File: config.mk
export PLATFORM = sky130hd
export DESIGN_NAME = alu_arbiter_flat
export DESIGN_NICKNAME = d
export VERILOG_FILES = /design/src/rtl/alu_arbiter_if.sv /design/src/rtl/alu_arbiter.sv /design/src/flat_wrapper.sv
export SDC_FILE = /design/constraint.sdc
export NUM_CORES = 1
export LEC_CHECK = 0
export BUFFER_PORTS_ARGS = -buffer_cell sky130_fd_sc_hd__buf_2
export CAP_MARGIN = 20
export CORE_UTILIZATION = 52
export CTS_BUF_LIST = sky130_fd_sc_hd__clkbuf_8
export DETAILED_ROUTE_END_ITERATION = 12
export PLACE_DENSITY = 0.82
export SETUP_SLACK_MARGIN = 0.2
export SLEW_MARGIN = 20
export SYNTH_ARGS = -nofsm -noshare
export SYNTH_HDL_FRONTEND = slang
export SYNTH_SLANG_ARGS = --single-unit
File: constraint.sdc
create_clock -name clk -period 2.7 [get_ports clk]
set_input_delay 0.27 -clock clk [delete_from_list [all_inputs] [get_ports clk]]
set_output_delay 0.27 -clock clk [all_outputs]
set_load 0.03 [all_outputs]
File: src/rtl/alu_arbiter_if.sv
// rtl/alu_arbiter_if.sv - request/response bundle between two requesters, the arbiter and the result consumer
//
// Purpose: groups the two requester channels and the response channel of
// alu_arbiter into one bundle.
// Ports (signals):
//   req0_valid/req0_ready/req0_a/req0_b/req0_sel  requester 0 channel
//   req1_valid/req1_ready/req1_a/req1_b/req1_sel  requester 1 channel
//   rsp_valid/rsp_ready/rsp_id/rsp_result/rsp_cout response channel
// Modports:
//   master  requester/consumer side (drives requests, accepts responses)
//   slave   arbiter side
interface alu_arbiter_if #(
  parameter int WIDTH = 4,
  parameter int RES_W = 8
);
  logic             req0_valid;
  logic             req0_ready;
  logic [WIDTH-1:0] req0_a;
  logic [WIDTH-1:0] req0_b;
  logic [1:0]       req0_sel;

  logic             req1_valid;
  logic             req1_ready;
  logic [WIDTH-1:0] req1_a;
  logic [WIDTH-1:0] req1_b;
  logic [1:0]       req1_sel;

  logic             rsp_valid;
  logic             rsp_ready;
  logic             rsp_id;
  logic [RES_W-1:0] rsp_result;
  logic             rsp_cout;

  modport master (
    output req0_valid, req0_a, req0_b, req0_sel,
    output req1_valid, req1_a, req1_b, req1_sel,
    output rsp_ready,
    input  req0_ready, req1_ready,
    input  rsp_valid, rsp_id, rsp_result, rsp_cout
  );

  modport slave (
    input  req0_valid, req0_a, req0_b, req0_sel,
    input  req1_valid, req1_a, req1_b, req1_sel,
    input  rsp_ready,
    output req0_ready, req1_ready,
    output rsp_valid, rsp_id, rsp_result, rsp_cout
  );
endinterface

File: src/rtl/alu_arbiter.sv
// rtl/alu_arbiter.sv - two-requester round-robin arbiter in front of a shared add/subtract unit
//
// Purpose: grants one of two requesters, captures its operation, computes
// a WIDTH-bit sum or difference and holds the result until the consumer
// accepts it. One operation in flight at a time (IDLE -> EXEC -> RESP).
// Ports:
//   clk    rising-edge clock
//   rst_n  asynchronous active-low reset
//   bus    alu_arbiter_if.slave: request channels 0/1 and response channel
//   busy   high whenever the FSM is not in IDLE
module alu_arbiter #(
  parameter int WIDTH = 4,
  parameter int RES_W = 8
) (
  input  logic        clk,
  input  logic        rst_n,
  alu_arbiter_if.slave bus,
  output logic        busy
);

  typedef enum logic [1:0] {
    IDLE = 2'd0,
    EXEC = 2'd1,
    RESP = 2'd2
  } state_t;

  state_t state;
  state_t state_nxt;

  // last-granted requester; resets to 1 so requester 0 wins first contention
  logic             last_gnt;

  logic             gnt0;
  logic             gnt1;
  logic             grant;

  logic [WIDTH-1:0] cap_a;
  logic [WIDTH-1:0] cap_b;
  logic             cap_sub;
  logic             cap_id;

  logic [WIDTH:0]   alu_out;

  logic             rsp_id_q;
  logic [RES_W-1:0] rsp_result_q;
  logic             rsp_cout_q;

  // Round-robin choice; only meaningful while in IDLE.
  always_comb begin
    gnt0 = 1'b0;
    gnt1 = 1'b0;
    if (state == IDLE) begin
      gnt0 = bus.req0_valid && (!bus.req1_valid || last_gnt);
      gnt1 = bus.req1_valid && (!bus.req0_valid || !last_gnt);
    end
  end

  assign grant = gnt0 || gnt1;

  // State register
  always_ff @(posedge clk or negedge rst_n) begin
    if (!rst_n) begin
      state <= IDLE;
    end else begin
      state <= state_nxt;
    end
  end

  // Next-state logic. RESP always returns to IDLE, never straight to a new
  // grant, which fixes the three-cycle operation period.
  always_comb begin
    state_nxt = state;
    case (state)
      IDLE:    if (grant) state_nxt = EXEC;
      EXEC:    state_nxt = RESP;
      RESP:    if (bus.rsp_ready) state_nxt = IDLE;
      default: state_nxt = IDLE;
    endcase
  end

  // Output logic. Ready is gated by rst_n because the state register is
  // already IDLE during reset and a valid request would otherwise see ready.
  always_comb begin
    bus.req0_ready = rst_n && gnt0;
    bus.req1_ready = rst_n && gnt1;
    bus.rsp_valid  = (state == RESP);
    busy           = (state != IDLE);
  end

  // Extra top bit carries the add carry-out, or the borrow for subtract
  // (zero-extended a minus zero-extended b goes negative exactly when a < b).
  always_comb begin
    alu_out = '0;
    if (cap_sub) begin
      alu_out = {1'b0, cap_a} - {1'b0, cap_b};
    end else begin
      alu_out = {1'b0, cap_a} + {1'b0, cap_b};
    end
  end

  // Capture on grant so later operand changes cannot reach the result.
  always_ff @(posedge clk or negedge rst_n) begin
    if (!rst_n) begin
      last_gnt <= 1'b1;
      cap_a    <= '0;
      cap_b    <= '0;
      cap_sub  <= 1'b0;
      cap_id   <= 1'b0;
    end else if (grant) begin
      last_gnt <= gnt1;
      cap_id   <= gnt1;
      cap_a    <= gnt1 ? bus.req1_a : bus.req0_a;
      cap_b    <= gnt1 ? bus.req1_b : bus.req0_b;
      cap_sub  <= gnt1 ? (|bus.req1_sel) : (|bus.req0_sel);
    end
  end

  // Result registers load only in EXEC and therefore stay stable in RESP.
  always_ff @(posedge clk or negedge rst_n) begin
    if (!rst_n) begin
      rsp_id_q     <= 1'b0;
      rsp_result_q <= '0;
      rsp_cout_q   <= 1'b0;
    end else if (state == EXEC) begin
      rsp_id_q     <= cap_id;
      rsp_result_q <= {{(RES_W-WIDTH){1'b0}}, alu_out[WIDTH-1:0]};
      rsp_cout_q   <= alu_out[WIDTH];
    end
  end

  assign bus.rsp_id     = rsp_id_q;
  assign bus.rsp_result = rsp_result_q;
  assign bus.rsp_cout   = rsp_cout_q;

endmodule

File: src/flat_wrapper.sv
// flat-port wrapper written by rule: the top's interface ports become plain ports
module alu_arbiter_flat 
#(
  parameter int WIDTH = 4,
  parameter int RES_W = 8
)
  (clk, rst_n, busy, bus_req0_valid, bus_req0_a, bus_req0_b, bus_req0_sel, bus_req1_valid, bus_req1_a, bus_req1_b, bus_req1_sel, bus_rsp_ready, bus_req0_ready, bus_req1_ready, bus_rsp_valid, bus_rsp_id, bus_rsp_result, bus_rsp_cout);
  alu_arbiter_if #(.WIDTH(WIDTH), .RES_W(RES_W)) bus_i ();
  input  logic clk;
  input  logic rst_n;
  output logic busy;
  input wire logic [$bits(bus_i.req0_valid)-1:0] bus_req0_valid;
  input wire logic [$bits(bus_i.req0_a)-1:0] bus_req0_a;
  input wire logic [$bits(bus_i.req0_b)-1:0] bus_req0_b;
  input wire logic [$bits(bus_i.req0_sel)-1:0] bus_req0_sel;
  input wire logic [$bits(bus_i.req1_valid)-1:0] bus_req1_valid;
  input wire logic [$bits(bus_i.req1_a)-1:0] bus_req1_a;
  input wire logic [$bits(bus_i.req1_b)-1:0] bus_req1_b;
  input wire logic [$bits(bus_i.req1_sel)-1:0] bus_req1_sel;
  input wire logic [$bits(bus_i.rsp_ready)-1:0] bus_rsp_ready;
  output wire logic [$bits(bus_i.req0_ready)-1:0] bus_req0_ready;
  output wire logic [$bits(bus_i.req1_ready)-1:0] bus_req1_ready;
  output wire logic [$bits(bus_i.rsp_valid)-1:0] bus_rsp_valid;
  output wire logic [$bits(bus_i.rsp_id)-1:0] bus_rsp_id;
  output wire logic [$bits(bus_i.rsp_result)-1:0] bus_rsp_result;
  output wire logic [$bits(bus_i.rsp_cout)-1:0] bus_rsp_cout;
  assign bus_i.req0_valid = bus_req0_valid;
  assign bus_i.req0_a = bus_req0_a;
  assign bus_i.req0_b = bus_req0_b;
  assign bus_i.req0_sel = bus_req0_sel;
  assign bus_i.req1_valid = bus_req1_valid;
  assign bus_i.req1_a = bus_req1_a;
  assign bus_i.req1_b = bus_req1_b;
  assign bus_i.req1_sel = bus_req1_sel;
  assign bus_i.rsp_ready = bus_rsp_ready;
  assign bus_req0_ready = bus_i.req0_ready;
  assign bus_req1_ready = bus_i.req1_ready;
  assign bus_rsp_valid = bus_i.rsp_valid;
  assign bus_rsp_id = bus_i.rsp_id;
  assign bus_rsp_result = bus_i.rsp_result;
  assign bus_rsp_cout = bus_i.rsp_cout;
  alu_arbiter #(.WIDTH(WIDTH), .RES_W(RES_W)) u_core (.clk(clk), .rst_n(rst_n), .bus(bus_i), .busy(busy));
endmodule
* Word-level counts from Yosys, hierarchy flattened *
Index checks and enable logic that the tools add are counted.
W data, S select, Z words.

word-level totals
  output and inout port bits = 14
  register bits = 19

cells by class
  add/subtract/negate cells = 2
  reductions and logical operators = 15
  eq/ne operators = 4
  mux-type cells = 9

operators by type and width
  cell                  count
  $mux W4               2
  $pmux W2 S3           1
  $add A4 B4 Y5         1
  $mux W5               1
  $sub A4 B4 Y5         1
  $logic_and A1 B1 Y1   4
  $mux W2               2
  $reduce_or A2 Y1      2
  $logic_not A1 Y1      3
  $logic_or A1 B1 Y1    3
  $mux W1               3
  $eq A2 B1 Y1 const B  1
  $eq A2 B2 Y1 const B  1
  $logic_not A2 Y1      1
  $ne A2 B1 Y1 const B  1
  $ne A2 B2 Y1 const B  1
  $reduce_and A2 Y1     1
  $reduce_bool A2 Y1    1

* Longest topological paths before layout *
Gate-level depths: netlist of the first run.

  depth after elaboration = 7
  gate-level depth with buffers = 9
  gate-level depth less buffers = 9

* Worst setup path before layout of the first run *
OpenSTA, ideal clock, no wires.

  path kind = reg2reg
  start = reg u_core.cap_b[0]
  end = reg u_core.rsp_result_q[3], in the netlist u_core.bus.rsp_result[3]
  library setup time = 0.095 ns
  period minus slack after synthesis = 1.891 ns
  slack = 0.809 ns
  stages on the path, launching flop included = 9
  arrival time = 1.795 ns
  cells stage by stage = dfrtp_1 > inv_1 > ha_1 > mux2i_1 > ha_1 > nor2b_1 > o21a_1 > o21a_1 > o31ai_1

between the ends
  word-level cells in the longest chain between the ends = 2
  elaborated cells on any way between the ends = 3
  classes of those cells = add/sub: 2; mux: 1

RTL lines
  what                                            line                                  RTL
  start, declared                                 alu_arbiter.sv:38                     logic [WIDTH-1:0] cap_b;
  start signal, assigned                          alu_arbiter.sv:113                    cap_b <= gnt1 ? bus.req1_b : bus.req0_b;
  $add A4 B4 Y5 or $sub A4 B4 Y5 (tied branches)  alu_arbiter.sv:97, alu_arbiter.sv:95
  $mux W5 *                                       alu_arbiter.sv:94                     if (cap_sub) begin
  end signal, assigned                            alu_arbiter.sv:126                    rsp_result_q <= {{(RES_W-WIDTH){1'b0}}, alu_out[WIDTH-1:0]};
  end, declared                                   alu_arbiter.sv:45                     logic [RES_W-1:0] rsp_result_q;

Every way passes the cells marked *; elsewhere a longest branch is shown, timed or not.
A chain may end at the register's enable or synchronous reset.

* Worst setup path after layout of the first run *
Same ends and word-level chain as after synthesis.

==> results_dict.tcl, run 1 <==
set metrics [dict create \
    drive_above_1_share 0.389 \
    final.setup.tns_ns 0 \
    portBuffers 34 \
    drt-total-wl_mm 2.19 \
    die_w_um 49.4 \
    remaining_drc_errors 0 \
    p_sw_mw 0.853 \
    drt_pass1_iterations 4 \
    synth_top_area_frac 0.386 \
    gp_congestion 0.752 \
    antenna_found_initial 0 \
    viasPerCell 5.31 \
    die_area_um2 2440 \
    hold_class "input port to register" \
    criticalPathCategory "register to register" \
    synth-seq-cells 19 \
    grt_pass1_vias 839 \
    multi_input_area_um2 581 \
    ctsHoldBuffers 1 \
    clockBufferDepth 2 \
    drv_slew 0 \
    grt_overflow 0 \
    finalCritPeriodShare 0.767 \
    ios 39 \
    syn_area_um2 1170 \
    wl_per_cell_um 12.8 \
    worst_setup_path_start_kind "register" \
    total_power_mw 1.87 \
    nets 176 \
    register_area_um2 477 \
    initial_utilization 0.571 \
    share_comb_of_total_power 0.598 \
    cp_slowest_cell "dfrtp_1" \
    rows 16 \
    rsz0062_at_grt "false" \
    power_frac_clock 0.105 \
    syn_area_per_cell_um2 10.6 \
    root_buffer "clkbuf_8" \
    ir_drop_mv 0.816 \
    grt_pass1_wl_mm 3.59 \
    p_leak_nw 0.690 \
    cts_htree_levels 1 \
    core_area_um2 2040 \
    synth.top_cells.by_area "dfrtp_1, ha_1, mux2i_1, o221ai_2, buf_12" \
    antenna_cells 0 \
    status "finished, final reports clean" \
    max_clock_freq_ghz 0.483 \
    switching_share 0.457 \
    whs_ns 0.197 \
    clkSlewWorstSetupHoldPaths_ns 0.07 \
    syn_to_final_growth_pct 16.1 \
    p_int_mw 1.01 \
    yosys.area.top_type "dfrtp_1" \
    post-cts-setup-buffers 0 \
    synth.distinct_cells 35 \
    worst-path-buf-inv 1 \
    cts_tree "yes" \
    die_h_um 49.4 \
    maxCapViolations 0 \
    grt_usage 0.200 \
    min_period_ns 2.07 \
    seq_area_frac_synth 0.409 \
    setup_viol 0 \
    crit_arrival_ns 2.24 \
    endpoint_kind "register" \
    hpwl_mm 1.65 \
    cts_resized 0 \
    cts_buffers 3 \
    cts_sinks 19 \
    powerDensity_nw_per_um2 1380 \
    critPathRequiredTime_ns 2.87 \
    path_cells "inv_1 -> ha_1 -> mux2i_1 -> ha_1 -> nor2b_1 -> o21a_1 -> o21a_1 -> o31ai_1" \
    drt-initial-drc-count 14 \
    synth_warnings 0 \
    cpPeakStageDelay_ns 0.38 \
    fill_cells 178 \
    grt_start_max_net_pins 21 \
    critical_path.top_delay_family "adder cells" \
    cp_max_fo 3 \
    ant_nets 0 \
    vias 908 \
    hold_viol_final 0 \
    seqPwrFrac 0.297 \
    fin_skew_ns 0.00441 \
    syn-instance-count 110 \
    clkLatencyLatePin_ns 0.26 \
]
-- cells in the mapped netlist --
master	count
inv_1	10
o31ai_1	2
nand2b_1	2
nand3_2	3
buf_4	5
a21oi_2	4
mux2_2	1
nor2b_1	1
o21a_1	2
dfstp_2	1
nand3_4	1
nor3_1	2
nor2_2	4
nand2_1	9
buf_2	1
ha_1	5
o221ai_2	3
nand3_1	1
mux2_1	1
xnor2_1	4
o21ai_0	3
a21oi_1	3
o21ai_1	1
fa_1	1
mux2i_1	6
or2b_1	1
a31oi_1	1
a21o_1	1
conb_1	1
o22ai_1	1
dfrtp_1	18
nor2_4	1
buf_12	2
nor2_1	7
o21a_4	1
-- cells in the final DEF (no fill, tap or decap), types with 5 or more instances in the layout --
master,instances
nand2_1,9
nor2_1,7
mux2i_1,6
ha_1,5
dfrtp_1,18
inv_1,11
buf_2,34
-- sequential cells by signal, indices dropped and copies added, names as in the netlist --
| signal | cells |
|---|---|
| u_core.bus.rsp_result | 4 |
| u_core.cap_a | 4 |
| u_core.cap_b | 4 |
| u_core.state | 2 |
| u_core.bus.rsp_cout | 1 |
| u_core.bus.rsp_id | 1 |
| u_core.cap_id | 1 |
| u_core.cap_sub | 1 |
| u_core.last_gnt | 1 |
-- final cells by class --
cell class / instances / area share
Clock inverter: 1 / 0.00277
Multi-Input combinational cell: 76 / 0.429
Sequential cell: 19 / 0.352
Inverter: 10 / 0.0277
Tap cell: 27 / 0.0250
Clock buffer: 3 / 0.0305
Timing Repair Buffer: 35 / 0.133
-- metrics by stage --
step | utilization | setup WS, ns | area (um^2) | std cells
floorplan | - | 0.809 | 1180 | 113
global placement | 0.636 | 0.731 | 1300 | 166
detailed placement | 0.636 | 0.641 | 1300 | 166
CTS | 0.663 | 0.622 | 1350 | 171
global route | 0.663 | 0.438 | 1350 | 171
finish | 0.663 | 0.629 | 1350 | 171
-- worst register-to-register path, stage by stage, from the launching register on --
cell and delay, ns:
dfrtp_1 0.38, inv_1 0.08, ha_1 0.29, mux2i_1 0.28
ha_1 0.29, nor2b_1 0.13, o21a_1 0.17, o21a_1 0.17
o31ai_1 0.20
-- power groups by stage --
| stage | combinational [mW] | clock (mW) | sequential (mW) |
|---|---|---|---|
| after floorplan | 0.885 | 0 | 0.623 |
| after global placement | 1.07 | 0 | 0.545 |
| after detailed placement | 1.11 | 0 | 0.558 |
| after CTS | 1.12 | 0.202 | 0.553 |
| after global routing | 1.24 | 0.209 | 0.575 |
| final | 1.12 | 0.197 | 0.554 |
-- layer usage --
layer / track usage / vias up / share of wire
met2: 0.352 / 44 / 0.50
met5: 0 / - / 0
met4: 0.123 / 0 / 0.027
li1: - / 433 / -
met1: 0.225 / 421 / 0.41
met3: 0.0312 / 10 / 0.061
-- final timing paths --
check,start,to,slack (ns),cells past startpoint
setup reg to reg,u_core.cap_b[0],u_core.bus.rsp_result[3],0.63,8
hold reg to reg,u_core.cap_id,u_core.cap_id,0.48,2
hold / removal,bus_rsp_ready,u_core.state[1],0.20,2
max in group asynchronous,rst_n,u_core.last_gnt,1.87,2
setup / recovery,u_core.cap_b[0],u_core.bus.rsp_result[3],0.63,8
min in group asynchronous,rst_n,u_core.bus.rsp_result[3],0.49,2
-- kinds of logic after synthesis --
| kind of cell | count (synthesis) | share of synthesized area |
|---|---|---|
| AOI/OAI and AO/OA | 22 | 0.154 |
| muxes | 8 | 0.0708 |
| other | 1 | 0.00322 |
| DFF | 19 | 0.409 |
| and+or+nand+nor | 32 | 0.159 |
| buffers and inverters | 18 | 0.103 |
| adders and majority gates | 6 | 0.0708 |
| xor gates and xnor gates | 4 | 0.0300 |
Note: power is estimated with default switching activity, not from simulation.
==> run 2, diff against run 1 <==
CORE_UTILIZATION = 47   (was 52)
PLACE_DENSITY = 0.78   (was 0.82)
clock period = 1.85 ns   (was 2.7 ns; I/O delays follow)
==> run 2 against run 1 <==
Net effect:
- combinational power rose by 75%
- core utilization fell by 1.5 points
- the run now ends with setup timing left
- maximum frequency rose by 8.1%
- largest power group unchanged
==> results_dict.tcl, run 2 (synthesized netlist as in run 1, its figures left out) <==
set metrics [dict create \
    grt_usage 0.194 \
    switching_share 0.445 \
    portBuffers 34 \
    r2r_slack_ns -0.07 \
    min_period_ns 1.92 \
    violations "setup timing" \
    r2r_end "u_core.bus.rsp_cout" \
    max_clock_freq_ghz 0.522 \
    vias 887 \
    power_frac_clock 0.090 \
    drt-initial-drc-count 14 \
    criticalPathCategory "register to register" \
    reg2reg_depth 9 \
    cts_sinks 19 \
    grt_overflow 0 \
    maxCapViolations 0 \
    remaining_drc_errors 0 \
    clkLatencyLatePin_ns 0.25 \
    seqPwrFrac 0.267 \
    drive_above_1_share 0.490 \
    pre_cts_ws_ns -0.0961 \
    crit_start "u_core.cap_b[0]" \
    r2r_start "u_core.cap_b[0]" \
    fin_skew_ns 0.00153 \
    clkSlewWorstSetupHoldPaths_ns 0.07 \
    rsz0062_at_grt "true" \
    timing.final.ws_setup_ns -0.0660 \
    crit_end "u_core.bus.rsp_cout" \
    grt_start_max_net_pins 20 \
    ir_drop_mv 1.08 \
    hold_class "input port to register" \
    syn_to_final_growth_pct 26.4 \
    antenna_cells 0 \
    crit_arrival_ns 2.04 \
    use_met3 0.0526 \
    final_common_cell "buf_2" \
    core_area_um2 2280 \
    grtUsageMet2 0.361 \
    hold_viol_final 0 \
    hpwl_mm 1.69 \
    grt_pass1_vias 890 \
    cts_buffers 3 \
    die_w_um 51.8 \
    grt_pass1_wl_mm 3.80 \
    viasPerCell 4.90 \
    drt_pass1_iterations 4 \
    rows 17 \
    p_int_mw 1.70 \
    p_leak_nw 0.732 \
    nets 185 \
    die_area_um2 2680 \
    antenna_found_initial 0 \
    wl_per_cell_um 12.7 \
    use_met1 0.222 \
    setup_viol 2 \
    whs_ns 0.133 \
    top_usage_layer "met2" \
    initial_utilization 0.512 \
    mostFrequentLayoutCells "buf_2, dfrtp_1, inv_1, nand2_1, buf_4" \
    cts_htree_levels 1 \
    powerDensity_nw_per_um2 2070 \
    placed_cells 169 \
    drt-total-wl_mm 2.31 \
    p_sw_mw 1.36 \
    fill_cells 185 \
    die_h_um 51.8 \
    drv_slew 0 \
    cts_tree "yes" \
    clockBufferDepth 2 \
    place_area_um2 1350 \
    ant_nets 0 \
    critPathRequiredTime_ns 1.97 \
    gp_congestion 0.792 \
    status "complete, but fails checks" \
    finalCritPeriodShare 1.04 \
    cp_max_fo 2 \
    final_cell_area_um2 1470 \
    layoutNonFillerInstCount 181 \
    root_buffer "clkbuf_8" \
    share_comb_of_total_power 0.643 \
    worst_setup_path_start_kind "register" \
    ios 39 \
    endpoint_kind "register" \
]
## run 2: cell types whose count changed in the layout (fill, tap and decap cells not counted), sizes merged
cell,previous run,this run
buf,34,43
## run 2: final cells by class
type	instances	area, um^2	share of cell area
clock buffers	3	41.3	0.0280
clock inverters	1	3.75	0.00255
inverters	10	37.5	0.0255
multi-input cells	76	632	0.429
flip-flops and latches	19	477	0.323
well taps	28	35.0	0.0238
repair buffers	44	248	0.168
## run 2: worst min-delay path by stage
| stage | from | to | slack [ns] | cells past startpoint |
|---|---|---|---|---|
| finish | bus_rsp_ready | u_core.state[1] | 0.13 | 2 |
| global route | bus_rsp_ready | u_core.state[1] | 0.16 | 2 |
| CTS | bus_rsp_ready | u_core.state[1] | 0.14 | 2 |
| detailed placement | rst_n | u_core.state[1] | 0.18 | 2 |
| global placement | rst_n | u_core.state[1] | 0.18 | 2 |
| floorplan | rst_n | u_core.bus.rsp_cout | -0.11 | 0 |
## run 2: metal layers
metal	up-vias	wire (um)	part of all wire
met5	-	0	0
met4	0	23	0.010
met3	4	101	0.044
met2	27	1230	0.53
met1	406	949	0.41
li1	450	-	-
## run 2: stage by stage
stage                util  TNS (ns)  power, mW
floorplan               -         0       2.34
global placement    0.593         0       2.52
detailed placement  0.593   -0.0961       2.62
CTS                 0.631   -0.0496       2.98
global route        0.648    -0.285       3.32
finish              0.648   -0.0782       3.06
## run 2: power by group through the flow
stage,logic (mW),clock network [mW],registers [mW]
2_1_floorplan,1.41,0,0.927
4_1_cts,1.88,0.288,0.816
5_1_grt,2.16,0.305,0.846
3_5_place_dp,1.79,0,0.826
3_3_place_gp,1.72,0,0.806
6_report,1.96,0.276,0.817
## run 2: timing repair
| item | in CTS | in global routing |
|---|---|---|
| setup buffers | 3 | 4 |
| setup endpoints to repair | 4 | 3 |
| pin swaps | 3 | 8 |
| endpoints found under the hold margin | 18 | 0 |
| hold buffers | 1 | 0 |
| gates resized for setup | 2 | 2 |
## run 2: critical path, stage by stage (launching register included)
cell and delay (ns):
dfrtp_1 0.38, inv_2 0.07, ha_4 0.27, mux2i_4 0.06, buf_4 0.15, fa_2 0.36
a21o_1 0.17, a21oi_2 0.14, xnor2_1 0.12, o21ai_1 0.07
